==> config.mk <==
export PLATFORM = sky130hd
export DESIGN_NAME = lector_ventana_memoria
export DESIGN_NICKNAME = d
export VERILOG_FILES = /design/src/rtl/lector_ventana_memoria.sv
export SDC_FILE = /design/constraint.sdc
export NUM_CORES = 1
export LEC_CHECK = 0
export ABC_AREA = 1
export CAP_MARGIN = 15
export CORE_ASPECT_RATIO = 1.2
export CORE_MARGIN = 2
export CORE_UTILIZATION = 50
export CTS_CLUSTER_SIZE = 16
export DETAILED_ROUTE_END_ITERATION = 10
export HOLD_SLACK_MARGIN = 0.1
export PLACE_DENSITY = 0.79
export SLEW_MARGIN = 25
export SYNTH_ARGS = -nofsm -noshare
export SYNTH_HDL_FRONTEND = slang
export SYNTH_SLANG_ARGS = --single-unit
==> constraint.sdc <==
create_clock -name clk -period 4.95 [get_ports clk]
set_input_delay 0.99 -clock clk [delete_from_list [all_inputs] [get_ports clk]]
set_output_delay 0.99 -clock clk [all_outputs]
set_load 0.02 [all_outputs]
==> src/rtl/lector_ventana_memoria.sv <==
// Fetches 3-pixel columns over an arbitrated memory bus and delivers every interior 3x3 window
// of the frame, in raster order, through a valid/ready handshake.
module lector_ventana_memoria #(
  parameter int ANCHO_DATO = 8,
  parameter int ANCHO_DIR  = 16,
  parameter int COLUMNAS   = 64,
  parameter int FILAS      = 48
) (
  input  logic                    clk,
  input  logic                    reset,
  input  logic                    inicio,
  output logic                    solicitud_bus,
  input  logic                    bus_concedido,
  output logic                    mem_leer,
  output logic [ANCHO_DIR-1:0]    mem_dir,
  input  logic [ANCHO_DATO-1:0]   mem_dato,
  output logic [9*ANCHO_DATO-1:0] ventana,
  output logic                    ventana_valida,
  input  logic                    ventana_listo,
  output logic                    ocupado,
  output logic                    fin_cuadro
);

  localparam int ANCHO_C = $clog2(COLUMNAS);
  localparam int ANCHO_F = $clog2(FILAS);
  localparam logic [ANCHO_C-1:0]   ULTIMA_COL  = ANCHO_C'(COLUMNAS - 1);
  localparam logic [ANCHO_F-1:0]   ULTIMA_FILA = ANCHO_F'(FILAS - 2);
  localparam logic [ANCHO_DIR-1:0] DESPL_1     = ANCHO_DIR'(COLUMNAS);
  localparam logic [ANCHO_DIR-1:0] DESPL_2     = ANCHO_DIR'(2 * COLUMNAS);

  typedef enum logic [2:0] {
    REPOSO,
    SOLICITAR,
    LEER,
    CAPTURA,
    ENTREGAR,
    AVANZAR
  } estado_t;

  estado_t                  estado, estado_sig;
  logic [ANCHO_F-1:0]       fila;
  logic [ANCHO_C-1:0]       columna;
  logic [ANCHO_DIR-1:0]     base_fila;
  logic [1:0]               paso;
  logic [ANCHO_DATO-1:0]    col_sup, col_med;
  logic [9*ANCHO_DATO-1:0]  ventana_r, ventana_sig;
  logic [ANCHO_DIR-1:0]     despl;
  logic                     ultima_col, ultima_fila;

  assign ultima_col  = (columna == ULTIMA_COL);
  assign ultima_fila = (fila == ULTIMA_FILA);
  assign ventana     = ventana_r;

  always_comb begin
    case (paso)
      2'd0:    despl = '0;
      2'd1:    despl = DESPL_1;
      default: despl = DESPL_2;
    endcase
  end

  // Columns slide left; the freshly read column (top, middle, bottom) enters at j=2.
  always_comb begin
    ventana_sig = ventana_r;
    for (int i = 0; i < 3; i++) begin
      ventana_sig[(3*i)*ANCHO_DATO +: ANCHO_DATO]   = ventana_r[(3*i+1)*ANCHO_DATO +: ANCHO_DATO];
      ventana_sig[(3*i+1)*ANCHO_DATO +: ANCHO_DATO] = ventana_r[(3*i+2)*ANCHO_DATO +: ANCHO_DATO];
    end
    ventana_sig[2*ANCHO_DATO +: ANCHO_DATO] = col_sup;
    ventana_sig[5*ANCHO_DATO +: ANCHO_DATO] = col_med;
    ventana_sig[8*ANCHO_DATO +: ANCHO_DATO] = mem_dato;
  end

  always_comb begin
    estado_sig     = estado;
    solicitud_bus  = 1'b0;
    mem_leer       = 1'b0;
    mem_dir        = '0;
    ventana_valida = 1'b0;
    fin_cuadro     = 1'b0;
    case (estado)
      REPOSO: begin
        if (inicio) estado_sig = SOLICITAR;
      end
      SOLICITAR: begin
        solicitud_bus = 1'b1;
        if (bus_concedido) estado_sig = LEER;
      end
      LEER: begin
        mem_leer = 1'b1;
        mem_dir  = base_fila + ANCHO_DIR'(columna) + despl;
        if (paso == 2'd2) estado_sig = CAPTURA;
      end
      CAPTURA: begin
        // Only once three columns of the current row are loaded is the window meaningful.
        estado_sig = (columna >= ANCHO_C'(2)) ? ENTREGAR : AVANZAR;
      end
      ENTREGAR: begin
        ventana_valida = 1'b1;
        if (ventana_listo) estado_sig = AVANZAR;
      end
      AVANZAR: begin
        if (ultima_col && ultima_fila) begin
          fin_cuadro = 1'b1;
          estado_sig = REPOSO;
        end else begin
          estado_sig = SOLICITAR;
        end
      end
      default: estado_sig = REPOSO;
    endcase
  end

  always_ff @(posedge clk) begin
    if (reset) begin
      estado    <= REPOSO;
      fila      <= '0;
      columna   <= '0;
      base_fila <= '0;
      paso      <= '0;
      col_sup   <= '0;
      col_med   <= '0;
      ventana_r <= '0;
      ocupado   <= 1'b0;
    end else begin
      estado <= estado_sig;
      case (estado)
        REPOSO: begin
          if (inicio) begin
            fila      <= ANCHO_F'(1);
            columna   <= '0;
            base_fila <= '0;
            ocupado   <= 1'b1;
          end
        end
        SOLICITAR: paso <= '0;
        LEER: begin
          // Read data trails the strobe by one cycle.
          paso <= paso + 2'd1;
          if (paso == 2'd1) col_sup <= mem_dato;
          if (paso == 2'd2) col_med <= mem_dato;
        end
        CAPTURA: ventana_r <= ventana_sig;
        AVANZAR: begin
          if (!ultima_col) begin
            columna <= columna + ANCHO_C'(1);
          end else if (!ultima_fila) begin
            fila      <= fila + ANCHO_F'(1);
            columna   <= '0;
            base_fila <= base_fila + DESPL_1;
          end else begin
            ocupado <= 1'b0;
          end
        end
        default: ;
      endcase
    end
  end

endmodule
# Word-level counts from Yosys, hierarchy flattened

Cells that the tools add are included.

Add/subtract/negate cells: 6
Multipliers: 0
Divide/modulo/power cells: 0
$lt $le $gt $ge: 1
Equal/unequal tests: 17
Shift-type cells: 0
Mux-type cells: 31
Bitwise operators: 0
Reductions and logical operators: 11

Operator list:

| kind                  | number |
|---|---|
| $mux 16               | 4 |
| $mux 6                | 6 |
| $pmux 16 s2           | 1 |
| $pmux 6 s2            | 2 |
| $pmux 3 s6            | 1 |
| $add 16x16->16        | 1 |
| $add 16x6->16         | 1 |
| $add 16x7->16 const B | 1 |
| $pmux 8 s2            | 1 |
| $ne 2x2->1 const B    | 7 |
| $add 6x1->6 const B   | 2 |
| $eq 6x6->1 const B    | 2 |
| $mux 3                | 4 |
| $reduce_and 4->1      | 3 |
| $mux 1                | 10 |
| $eq 3x2->1 const B    | 2 |
| $eq 3x3->1 const B    | 2 |
| $ge 6x2->1 const B    | 1 |
| $pmux 2 s2            | 1 |
| $reduce_and 2->1      | 2 |
| $reduce_bool 2->1     | 2 |
| $eq 3x1->1 const B    | 1 |
| $logic_not 3->1       | 1 |
| $ne 3x3->1 const B    | 1 |
| other kinds (7)       | 7 |

Register bits after elaboration: 122
Bits in latches: 0
Memory bits (writable): 0
ROM bits: 0
Bits of input ports: 13
Output and inout bits: 93
Word-level logic and storage cells: 75
Memories kept: 0

# Logic depth before layout (Yosys ltp)

Depth in word-level cells: 4
Gate-level depth with buffers: 12
Gate-level depth less buffers: 11

# Worst setup path after synthesis

OpenSTA, ideal clock, no wires.

Kind: register to output
From: register paso[1]
To: output mem_dir[12]
Arrival time: 2.093 ns
Data required time: 3.960 ns
Slack: 1.867 ns
Stages on the path, launching flop included: 12
Path buffers: 1
Path through: dfxtp_1 > inv_1 > ha_1 > clkbuf_1 > nor2_1 > ha_1 > nand2_1 > a21oi_1 > nand2_1 > nor2_1 > inv_1 > a21oi_1

Longest elaborated chain between the ends: 4
Elaborated cells between the ends (all ways): 5
Classes of those cells: 1 x add/sub; 1 x eq/ne; 2 x mux; 1 x reduce/logical

Ends and longest elaborated chain:

| what                                                 | RTL line | RTL |
|---|---|---|
| start: declaration                                   | 44       | `logic [1:0] paso;` |
| start signal: assignment                             | 139      | `paso <= paso + 2'd1;` |
| $eq 2x1->1 / $logic_not 2->1 (equally long branches) | 55       | `case (paso)` |
| $pmux 8 s2 (*)                                       | 55       |  |
| $add 16x16->16 (*)                                   | 91       | `mem_dir = base_fila + ANCHO_DIR'(columna) + despl;` |
| $mux 16 (*)                                          | 81       | `case (estado)` |
| end: declaration                                     | 15       | `output logic [ANCHO_DIR-1:0] mem_dir,` |

Mark *: on every way between the ends. The rest lies on a longest branch, timed or not.

# Worst setup path in the final report

From: register paso[0]
To: output mem_dir[12]

Same word-level chain as after synthesis.

==> results.toml <==
[layout]
area_delta_synth_final_pct = 33.2
nNetsFinal = 798
n_antenna_cell = 0
multi_input_area_um2 = 2270
drive_above_1_share = 0.0649
regArea_um2 = 2320
fillerInstances = 801

[clocking]
cts_tree = "done"
cts_root_buffer = "clkbuf_16"
clockBufferDepth = 2
holdBufCountCts = 0
cts_setup_buffers = 0
clock-sinks = 116
cts_resized = 0
clk_latency_ns = 0.41
htreeDepth = 4
clk_pin_slew_ns = 0.05
cts_buffers = 17

[worst_setup_path]
critPathMaxStageDelay_ns = 0.62
crit_fanout = 10
crit_path_end_kind = "output port"
arrival_ns = 3.05
regToRegSetupSlack_ns = 2.58
r2r-start = "estado[2]"
worstPathRequired_ns = 3.96
reg2reg_depth = 6
critical_path_class = "reg2out"
rr_endpoint = "col_med[0]"
slowest_stage = "clkdlybuf4s50_1"
cp-start-kind = "register"
crit_chain = "ha_1, nor2_1, ha_1, nand2_1, a21oi_1, nand2_1, nor2_1, inv_1, a21oi_1, clkdlybuf4s50_1"

[floorplanning]
die_area_um2 = 10700
die_w_um = 94.6
ios = 106
design.core.area_um2 = 9560
num_rows = 39
initial_core_util = 0.515
die_height_um = 113

[timing]
worstMarginPinSlew_ns = 0.834
layout_min_cycle_time_ns = 4.04
fmax_mhz = 248
fin_crit_sh = 0.816
worst_slack_ns = 0.910
rsz0062_at_grt = "no"
skew_ns = 0.00794
slew_headroom = 0.444
hold_ws_ns = 0.463
setup_violations = 0
tns_ns = 0
drv_slew = 0
hold_viol = 0

[grt]
grt_pass1_vias = 4579
grt_max_degree = 78
antenna_found_initial = 0
grt_pass1_wl_mm = 21.0
grt_remaining_overflow = 0
grt_usage = 0.246

[synth]
synth.distinct_cells = 29
syn_nets = 709
ys_seq_area_frac = 0.471
netlist_area_um2 = 4930
yosys_warnings = 0
ys_ff_latch = 116
syn_avg_cell_area_um2 = 7.20
synth_cells = 685

[route]
first_pass_iters = 5
routed-via-count = 4819
via_per_inst = 5.30
drt-initial-drc-count = 243
totalWireLength_mm = 12.7
antenna_left = 0
drc = 0
avgRoutedWirePerCell_um = 14.0

[hold_path]
min_from = "col_sup[0]"
min_to = "col_sup[0]"
holdPathStages = 2
hp-class = "reg2reg"

[placed_design]
numPortBuffers = 105
dp_slack_ns = 1.38
dp_hpwl_mm = 8.18
gp_congestion = 0.924

[power]
ir_drop_mv = 0.367
power_mw = 3.08
p_leak_nw = 2.75
powerDensity_nw_per_um2 = 468

[run_status]
outcome = "completed"

[run]
drv_cap = 0
-- worst max-delay path, delay by kind of cell, from the launching register on --
family | cells | cell delay [ns]
AOI/OAI and AO/OA | 2 | 0.43
adders and majority gates | 2 | 0.70
buffers and inverters | 2 | 0.68
DFF | 1 | 0.40
and+or+nand+nor | 4 | 0.43
-- sequential cells by signal, summed over array words and instances (netlist names) --
signal / flops
base_fila: 10
col_med: 8
col_sup: 8
columna: 6
estado: 3
fila: 6
ocupado: 1
paso: 2
ventana: 72
-- layout make-up --
class | count | area share
flip-flops and latches | 116 | 0.354
multi-input cells | 489 | 0.346
repair buffers | 107 | 0.162
clock buffers | 22 | 0.0737
inverters | 43 | 0.0255
well taps | 123 | 0.0234
clock inverters | 9 | 0.0156
-- synth_stat cells, drive strengths merged --
cell type | count | area share
nor3 | 6 | 0.0061
nand3 | 40 | 0.046
buf | 8 | 0.014
nand2 | 94 | 0.076
a21oi | 47 | 0.050
nor2 | 194 | 0.15
inv | 43 | 0.033
ha | 11 | 0.028
xnor2 | 1 | 0.0018
o21bai | 1 | 0.0015
o21a | 1 | 0.0015
or2 | 1 | 0.0013
nand4 | 7 | 0.0089
xor2 | 2 | 0.0036
nand3b | 1 | 0.0015
o21ai | 83 | 0.084
clkbuf | 29 | 0.022
dfxtp | 116 | 0.47
-- cell usage in the layout, fill, tap and decap left out, types with 2 or more instances in the layout --
cell,count
nand4_1,7
nand2_1,90
nand2_4,2
clkbuf_16,17
dfxtp_1,116
nor2_1,192
a21oi_2,3
ha_1,11
bufinv_16,2
clkinv_2,5
nor3_1,6
inv_1,38
xor2_1,2
nor2_4,2
clkdlybuf4s50_1,105
inv_2,2
nand3_1,36
nand3_2,3
clkbuf_8,4
clkinvlp_4,3
buf_4,2
a21oi_1,44
o21ai_0,83
nand2_2,2
inv_4,2
-- routing by layer --
layer | up-vias | track usage | wire (µm)
met3 | 22 | 0.0899 | 890
met2 | 168 | 0.407 | 6390
li1 | 2374 | - | -
met4 | 0 | 0.0947 | 212
met5 | - | 0 | 0
met1 | 2255 | 0.290 | 5220
-- how the worst max path moves through the flow --
| stage | from | endpoint | cells past startpoint |
|---|---|---|---|
| final | paso[0] | mem_dir[12] | 10 |
| after global routing | paso[0] | mem_dir[12] | 10 |
| after CTS | paso[0] | mem_dir[12] | 10 |
| after detailed placement | paso[1] | mem_dir[12] | 11 |
| after global placement | paso[1] | mem_dir[12] | 11 |
| after floorplan | paso[1] | mem_dir[12] | 11 |
-- power breakdown --
part	switching (mW)	total, mW	internal [mW]	leakage (nW)
Sequential	0.0860	1.13	1.05	0.937
Combinational	0.473	0.751	0.278	1.53
Clock	0.407	1.19	0.786	0.284
-- stage by stage --
stage / utilization / cell area, µm² / instances
final: 0.687 / 6570 / 909
after global routing: 0.687 / 6570 / 909
after CTS: 0.687 / 6570 / 909
after detailed placement: 0.625 / 5980 / 878
after global placement: 0.625 / 5980 / 878
after floorplan: - / 4930 / 685
-- cells by family (layout without fill, tap and decap cells) --
| family | after synthesis | after routing | share of synthesized area |
|---|---|---|---|
| compound gates | 132 | 132 | 0.137 |
| xor+xnor | 3 | 3 | 0.00533 |
| buf+inv | 80 | 181 | 0.0695 |
| fa+ha+maj | 11 | 11 | 0.0279 |
| simple gates | 343 | 343 | 0.289 |
| flops | 116 | 116 | 0.471 |
Note: power is estimated with default switching activity, not from simulation.
